### src/rtl/ps2_pkg.sv
// Shared types and constants for the PS/2 device-to-host receiver.
package ps2_pkg;

  typedef enum logic [1:0] {
    IDLE,
    DATA,
    PARITY,
    STOP
  } ps2_state_t;

  localparam int FRAME_BITS = 11;
  localparam int DATA_BITS  = 8;

  typedef logic [7:0] ps2_byte_t;

  // A PS/2 frame is good when the data bits plus the parity bit hold an odd number of ones.
  function automatic logic parity_ok(input ps2_byte_t b, input logic p);
    return ^{b, p};
  endfunction

endpackage

### src/rtl/ps2_filter.sv
// PS/2 pin conditioning: two-flop synchronisers, clock deglitch counter,
// a data delay line matching the clock filter depth, and a falling-edge pulse.
module ps2_filter
  import ps2_pkg::*;
#(
  parameter int FILTER_LEN = 8
) (
  input  logic clk_bus,
  input  logic reset,
  input  logic ps2_clk,
  input  logic ps2_dat,
  output logic dat,
  output logic fall
);

  logic                  clk_s1, clk_s2;
  logic                  dat_s1, dat_s2;
  logic                  filt;
  logic [7:0]            cnt;
  logic [FILTER_LEN-1:0] dly;

  // Bring both raw pins into the clk_bus domain; the idle line level is high.
  always_ff @(posedge clk_bus or posedge reset) begin
    if (reset) begin
      clk_s1 <= 1'b1;
      clk_s2 <= 1'b1;
      dat_s1 <= 1'b1;
      dat_s2 <= 1'b1;
    end else begin
      clk_s1 <= ps2_clk;
      clk_s2 <= clk_s1;
      dat_s1 <= ps2_dat;
      dat_s2 <= dat_s1;
    end
  end

  // Filtered clock only flips after FILTER_LEN consecutive differing samples; fall marks a 1->0 flip.
  always_ff @(posedge clk_bus or posedge reset) begin
    if (reset) begin
      filt <= 1'b1;
      cnt  <= '0;
      fall <= 1'b0;
    end else begin
      fall <= 1'b0;
      if (clk_s2 == filt) begin
        cnt <= '0;
      end else if (cnt == 8'(FILTER_LEN - 1)) begin
        filt <= ~filt;
        cnt  <= '0;
        fall <= filt;
      end else begin
        cnt <= cnt + 8'd1;
      end
    end
  end

  // Delay data by the filter depth so the sample at fall is the level seen at the raw clock edge.
  always_ff @(posedge clk_bus or posedge reset) begin
    if (reset) begin
      dly <= '1;
    end else begin
      dly <= {dly[FILTER_LEN-2:0], dat_s2};
    end
  end

  assign dat = dly[FILTER_LEN-1];

endmodule

### src/rtl/ps2_rx.sv
// PS/2 device-to-host receiver: deserialises 11-bit frames and strobes good bytes or errors.
// Optional frame watchdog is enabled by defining PS2_RX_TIMEOUT_EN.
module ps2_rx
  import ps2_pkg::*;
#(
  parameter int FILTER_LEN  = 8,
  parameter int TIMEOUT_CYC = 65535
) (
  input  logic       clk_bus,
  input  logic       reset,
  input  logic       ps2_clk,
  input  logic       ps2_dat,
  output logic [7:0] data,
  output logic       valid,
  output logic       err_parity,
  output logic       err_frame
);

  ps2_state_t state, state_nx;
  logic [2:0] cnt, cnt_nx;
  ps2_byte_t  shreg, shreg_nx, data_nx;
  logic       par, par_nx;
  logic       valid_nx, errp_nx, errf_nx;
  logic       dat, fall;
  logic       expire;

  ps2_filter #(
    .FILTER_LEN(FILTER_LEN)
  ) u_filter (
    .clk_bus(clk_bus),
    .reset  (reset),
    .ps2_clk(ps2_clk),
    .ps2_dat(ps2_dat),
    .dat    (dat),
    .fall   (fall)
  );

`ifdef PS2_RX_TIMEOUT_EN
  logic [15:0] wd;

  assign expire = (state != IDLE) && !fall && (wd == 16'(TIMEOUT_CYC));

  // Watchdog counts cycles since the last edge while a frame is open; an edge always wins over expiry.
  always_ff @(posedge clk_bus or posedge reset) begin
    if (reset) begin
      wd <= '0;
    end else if (fall || state == IDLE || expire) begin
      wd <= '0;
    end else begin
      wd <= wd + 16'd1;
    end
  end
`else
  logic unused_timeout;

  assign unused_timeout = (TIMEOUT_CYC != 0);
  assign expire         = 1'b0;
`endif

  // Frame state and registered outputs.
  always_ff @(posedge clk_bus or posedge reset) begin
    if (reset) begin
      state      <= IDLE;
      cnt        <= '0;
      shreg      <= '0;
      par        <= 1'b0;
      data       <= '0;
      valid      <= 1'b0;
      err_parity <= 1'b0;
      err_frame  <= 1'b0;
    end else begin
      state      <= state_nx;
      cnt        <= cnt_nx;
      shreg      <= shreg_nx;
      par        <= par_nx;
      data       <= data_nx;
      valid      <= valid_nx;
      err_parity <= errp_nx;
      err_frame  <= errf_nx;
    end
  end

  // Advance the frame on each filtered falling edge; stop-bit errors outrank parity errors.
  always_comb begin
    state_nx = state;
    cnt_nx   = cnt;
    shreg_nx = shreg;
    par_nx   = par;
    data_nx  = data;
    valid_nx = 1'b0;
    errp_nx  = 1'b0;
    errf_nx  = 1'b0;
    if (expire) begin
      state_nx = IDLE;
      cnt_nx   = '0;
      errf_nx  = 1'b1;
    end else if (fall) begin
      case (state)
        IDLE: begin
          if (!dat) begin
            state_nx = DATA;
            cnt_nx   = '0;
          end
        end
        DATA: begin
          shreg_nx[cnt] = dat;
          cnt_nx        = cnt + 3'd1;
          if (cnt == 3'(DATA_BITS - 1)) begin
            state_nx = PARITY;
          end
        end
        PARITY: begin
          par_nx   = dat;
          state_nx = STOP;
        end
        STOP: begin
          state_nx = IDLE;
          if (!dat) begin
            errf_nx = 1'b1;
          end else if (parity_ok(shreg, par)) begin
            data_nx  = shreg;
            valid_nx = 1'b1;
          end else begin
            errp_nx = 1'b1;
          end
        end
        default: state_nx = IDLE;
      endcase
    end
  end

endmodule
### config.mk
export PLATFORM = sky130hd
export DESIGN_NAME = ps2_rx
export DESIGN_NICKNAME = d
export VERILOG_FILES = /design/src/rtl/ps2_pkg.sv /design/src/rtl/ps2_filter.sv /design/src/rtl/ps2_rx.sv
export SDC_FILE = /design/constraint.sdc
export NUM_CORES = 1
export LEC_CHECK = 0
export BUFFER_PORTS_ARGS = -buffer_cell sky130_fd_sc_hd__buf_2
export CAP_MARGIN = 20
export CORE_MARGIN = 3
export CORE_UTILIZATION = 30
export CTS_BUF_LIST = sky130_fd_sc_hd__clkbuf_16
export CTS_CLUSTER_SIZE = 12
export DETAILED_ROUTE_END_ITERATION = 6
export PLACE_DENSITY = 0.51
export SYNTH_ARGS = -nofsm -noshare
export SYNTH_HDL_FRONTEND = slang
export SYNTH_SLANG_ARGS = --single-unit
### constraint.sdc
create_clock -name clk_bus -period 2 [get_ports clk_bus]
set_clock_uncertainty 0.05 [all_clocks]
set_input_delay 0 -clock clk_bus [delete_from_list [all_inputs] [get_ports clk_bus]]
set_output_delay 0 -clock clk_bus [all_outputs]
set_load 0.02 [all_outputs]
==> implementation parameters <==
Parameter                              Value

Outcome
  Outcome    completed

Clocking
  H-tree level count    2
  Clock transition at the register clock pins on the worst setup and hold paths after CTS    60 ps
  Clk Tree Root Cell    clkbuf_16
  Skew-Pair Late Insertion Delay    280 ps
  Total number of clock tree sinks    47
  Total CTS buffers    5
  CTS tree    built
  Buffer levels on the longest clock path    2

Drt
  Post-detailed-route DRC marker count    0
  Number of antenna-violating nets in the routed design    0
  Number of vias after detailed routing    1157
  Via/cell ratio    4.57
  Routed length per placed instance    12.2 um
  Number of detailed-routing iterations run before antenna repair    4
  Routed wire length    3090 um
  Detailed Route Iter0 Violations    70

Layout
  Synthesis-to-layout area growth    21.9%
  Final core utilization    0.388
  Fraction of final layout cells sized beyond drive strength 1    0.376
  Fill count    599
  N_diodes    0
  Final net count    188
  Final cell count without fillers    253
  Final design area excluding fillers    0.00237 mm2

Pwr
  Switch Pwr    0.450 mW
  Power per standard cell area    837 mW/mm2
  Worst supply voltage drop on vdd    417 uV
  Part of the power in registers    0.526
  Internal Power    1.53 mW
  Net Sw Frac    0.227
  Power share of the clock group    0.412
  Leakage power of the design    1.09 nW
  Combinational cell fraction of total power    0.062

Yosys
  Net count after synthesis    160
  Main area contributors after synthesis    dfrtp_1 44%, dfstp_2 18%, mux2_2 11%, xnor2_1 5.0%, ha_1 4.5%
  Sequential fraction of the synthesis area    0.614
  Yosys reg bits    47
  Synthesized area divided by synthesized cell count    13.0 um2
  Top-count cell post-synth    dfrtp_1
  Proportion of register bits with asynchronous set or reset after synthesis    1.00
  Most frequent cells after synthesis    34 x dfrtp_1, 19 x mux2_2, 18 x nor2_1
  Total standard cell area after synthesis    0.00194 mm2
  Area share of the leading cell type in the synthesized netlist    0.438
  Yosys Warn Count    0
  Top cell type by total area after synthesis    dfrtp_1
  EDFF count, synth    0
  Primary flip-flop cell chosen by synthesis mapping    dfrtp_1
  Synthesized instance count    149
  Number of library cell types mapped by synthesis    24

Setup path
  Most prevalent standard cell on the critical path    xnor2_2
  CP endpoint kind    flop
  Data arrival time of the worst path    2050 ps
  Crit path largest cell delay    420 ps
  Cell type of the slowest stage on the worst timing path    dfrtp_1
  Chain of cells forming the critical path    xnor2_2, xnor2_2, xnor2_2, mux2i_4, buf_12, mux2_2
  Worst Setup Path Type    flop to flop
  Category of the worst setup path launch point    flop
  Worst Path Max Fanout    8
  Critical path required time    2120 ps

STA
  Final period demand of the worst path    1930 ps
  Actual transition at the worst max-transition pin    728 ps
  Max transition margin    0.512
  Maximum clock frequency    519 MHz
  Fraction of the cycle the final worst path needs    0.964
  Final-report setup violation count    0
  Min setup slack post-route    71.6 ps
  RSZ-0062 raised after global routing    yes
  Final Hold Fails    0
  Pins Over Slew Limit    0

Min path
  Worst hold-check path type    input port to async pin

GRT
  Global routing met1 resource utilization    0.121
  First-pass GRT wire length    5290 um
  Initial antenna violation count    0
  Remaining global-route overflow    0
  Most used routing layer    met2
  Global-route met2 utilization    0.141
  Via count of the first global-routing pass    1141
  Largest net degree at the start of global routing    23
  Global router's overall resource usage    0.0914
  Met3 layer usage reported by global route    0.0304

Job
  Count of maximum capacitance violations    0

Floorplan
  Ports placed on the boundary    15
  Effective utilization at floorplan    0.319
  Core box area    0.00610 mm2
  Height of the die    86.5 um
  Total die area    0.00747 mm2
  Number of rows created at floorplan    28
  Floorplan die width    86.5 um

Placed design
  Dpl cell area    0.00213 mm2
  Total placed cells including tap cells    240
  Placed wire-length estimate after detailed placement    2300 um
  Setup slack at placement    -17.2 ps
  Placer's final routability congestion estimate    0.695
  Number of input and output port buffers inserted    14
[final timing paths]
check	start	to	cells after the start	slack (ps)
worst max-delay path	shreg[4]	data[5]	6	70
max in group asynchronous	reset	u_filter.dly[3]	4	970
min in group clk_bus	ps2_clk	u_filter.clk_s1	2	310
worst max register to register	shreg[4]	data[5]	6	70
worst min-delay path	reset	u_filter.cnt[0]	3	240
worst min register to register	u_filter.dly[6]	u_filter.dly[7]	0	310
[layout make-up]
type	count	area, um2	area share
Sequential cell	47	1190	0.504
Multi-Input combinational cell	94	753	0.318
Clock inverter	3	22.5	0.00951
Inverter	6	22.5	0.00951
Clock buffer	5	125	0.0529
Timing Repair Buffer	23	158	0.0666
Tap cell	75	93.8	0.0396
[metal layers]
layer,up-vias,part of all wire
met5,-,0
met4,0,0.011
met3,5,0.046
met2,18,0.48
met1,577,0.46
li1,557,-
[power groups by stage]
stage | combinational, mW | clock [mW] | sequential [mW]
finish | 0.123 | 0.816 | 1.04
global route | 0.141 | 0.899 | 1.05
CTS | 0.127 | 0.850 | 1.04
detailed placement | 0.122 | 0 | 1.06
global placement | 0.118 | 0 | 1.06
floorplan | 0.0935 | 0 | 1.05
[what timing repair did]
item,CTS,global route
hold endpoints to repair,15,0
resized for setup,0,6
buffers inserted,0,2
endpoints found under the setup margin,7,7
pin swaps,2,4
hold buffers,3,0
[through the flow]
stage	hold slack, ps	power [mW]	setup TNS [ps]
floorplan	-45.5	1.15	0
global placement	12.0	1.17	0
detailed placement	19.3	1.18	-86.0
CTS	268	2.02	-5.89
global route	308	2.09	-90.3
finish	241	1.98	0
[worst max-delay path, delay by kind of cell, from the launching register on]
| family | cells | cell delay (ps) |
|---|---|---|
| xor+xnor | 3 | 570 |
| buf+inv | 1 | 150 |
| flops | 1 | 420 |
| mux | 2 | 620 |
[registers in the layout, summed over array words and instances, names as in the netlist, 2 cells and up]
| signal | count |
|---|---|
| data | 8 |
| state | 2 |
| u_filter.cnt | 8 |
| shreg | 8 |
| cnt | 3 |
| u_filter.dly | 8 |
[logic make-up after synthesis]
family / synth area share
flip-flops: 0.614
adder cells (fa/ha/maj): 0.0451
XOR/XNOR: 0.0715
buffers and inverters: 0.0155
AND/OR/NAND/NOR: 0.0992
AO/OA/AOI/OAI: 0.0329
multiplexers: 0.122
[layout by cell type (no fill, tap or decap), drive strengths merged, types with 4 or more instances in the layout]
cell type,instances
ha,7
nor2,18
buf,20
nand3,5
xnor2,12
nor3,4
inv,7
nand2,7
dfstp,13
mux2,19
o21ai,4
dfrtp,34
clkbuf,5
(Power assumes the default switching activity.)
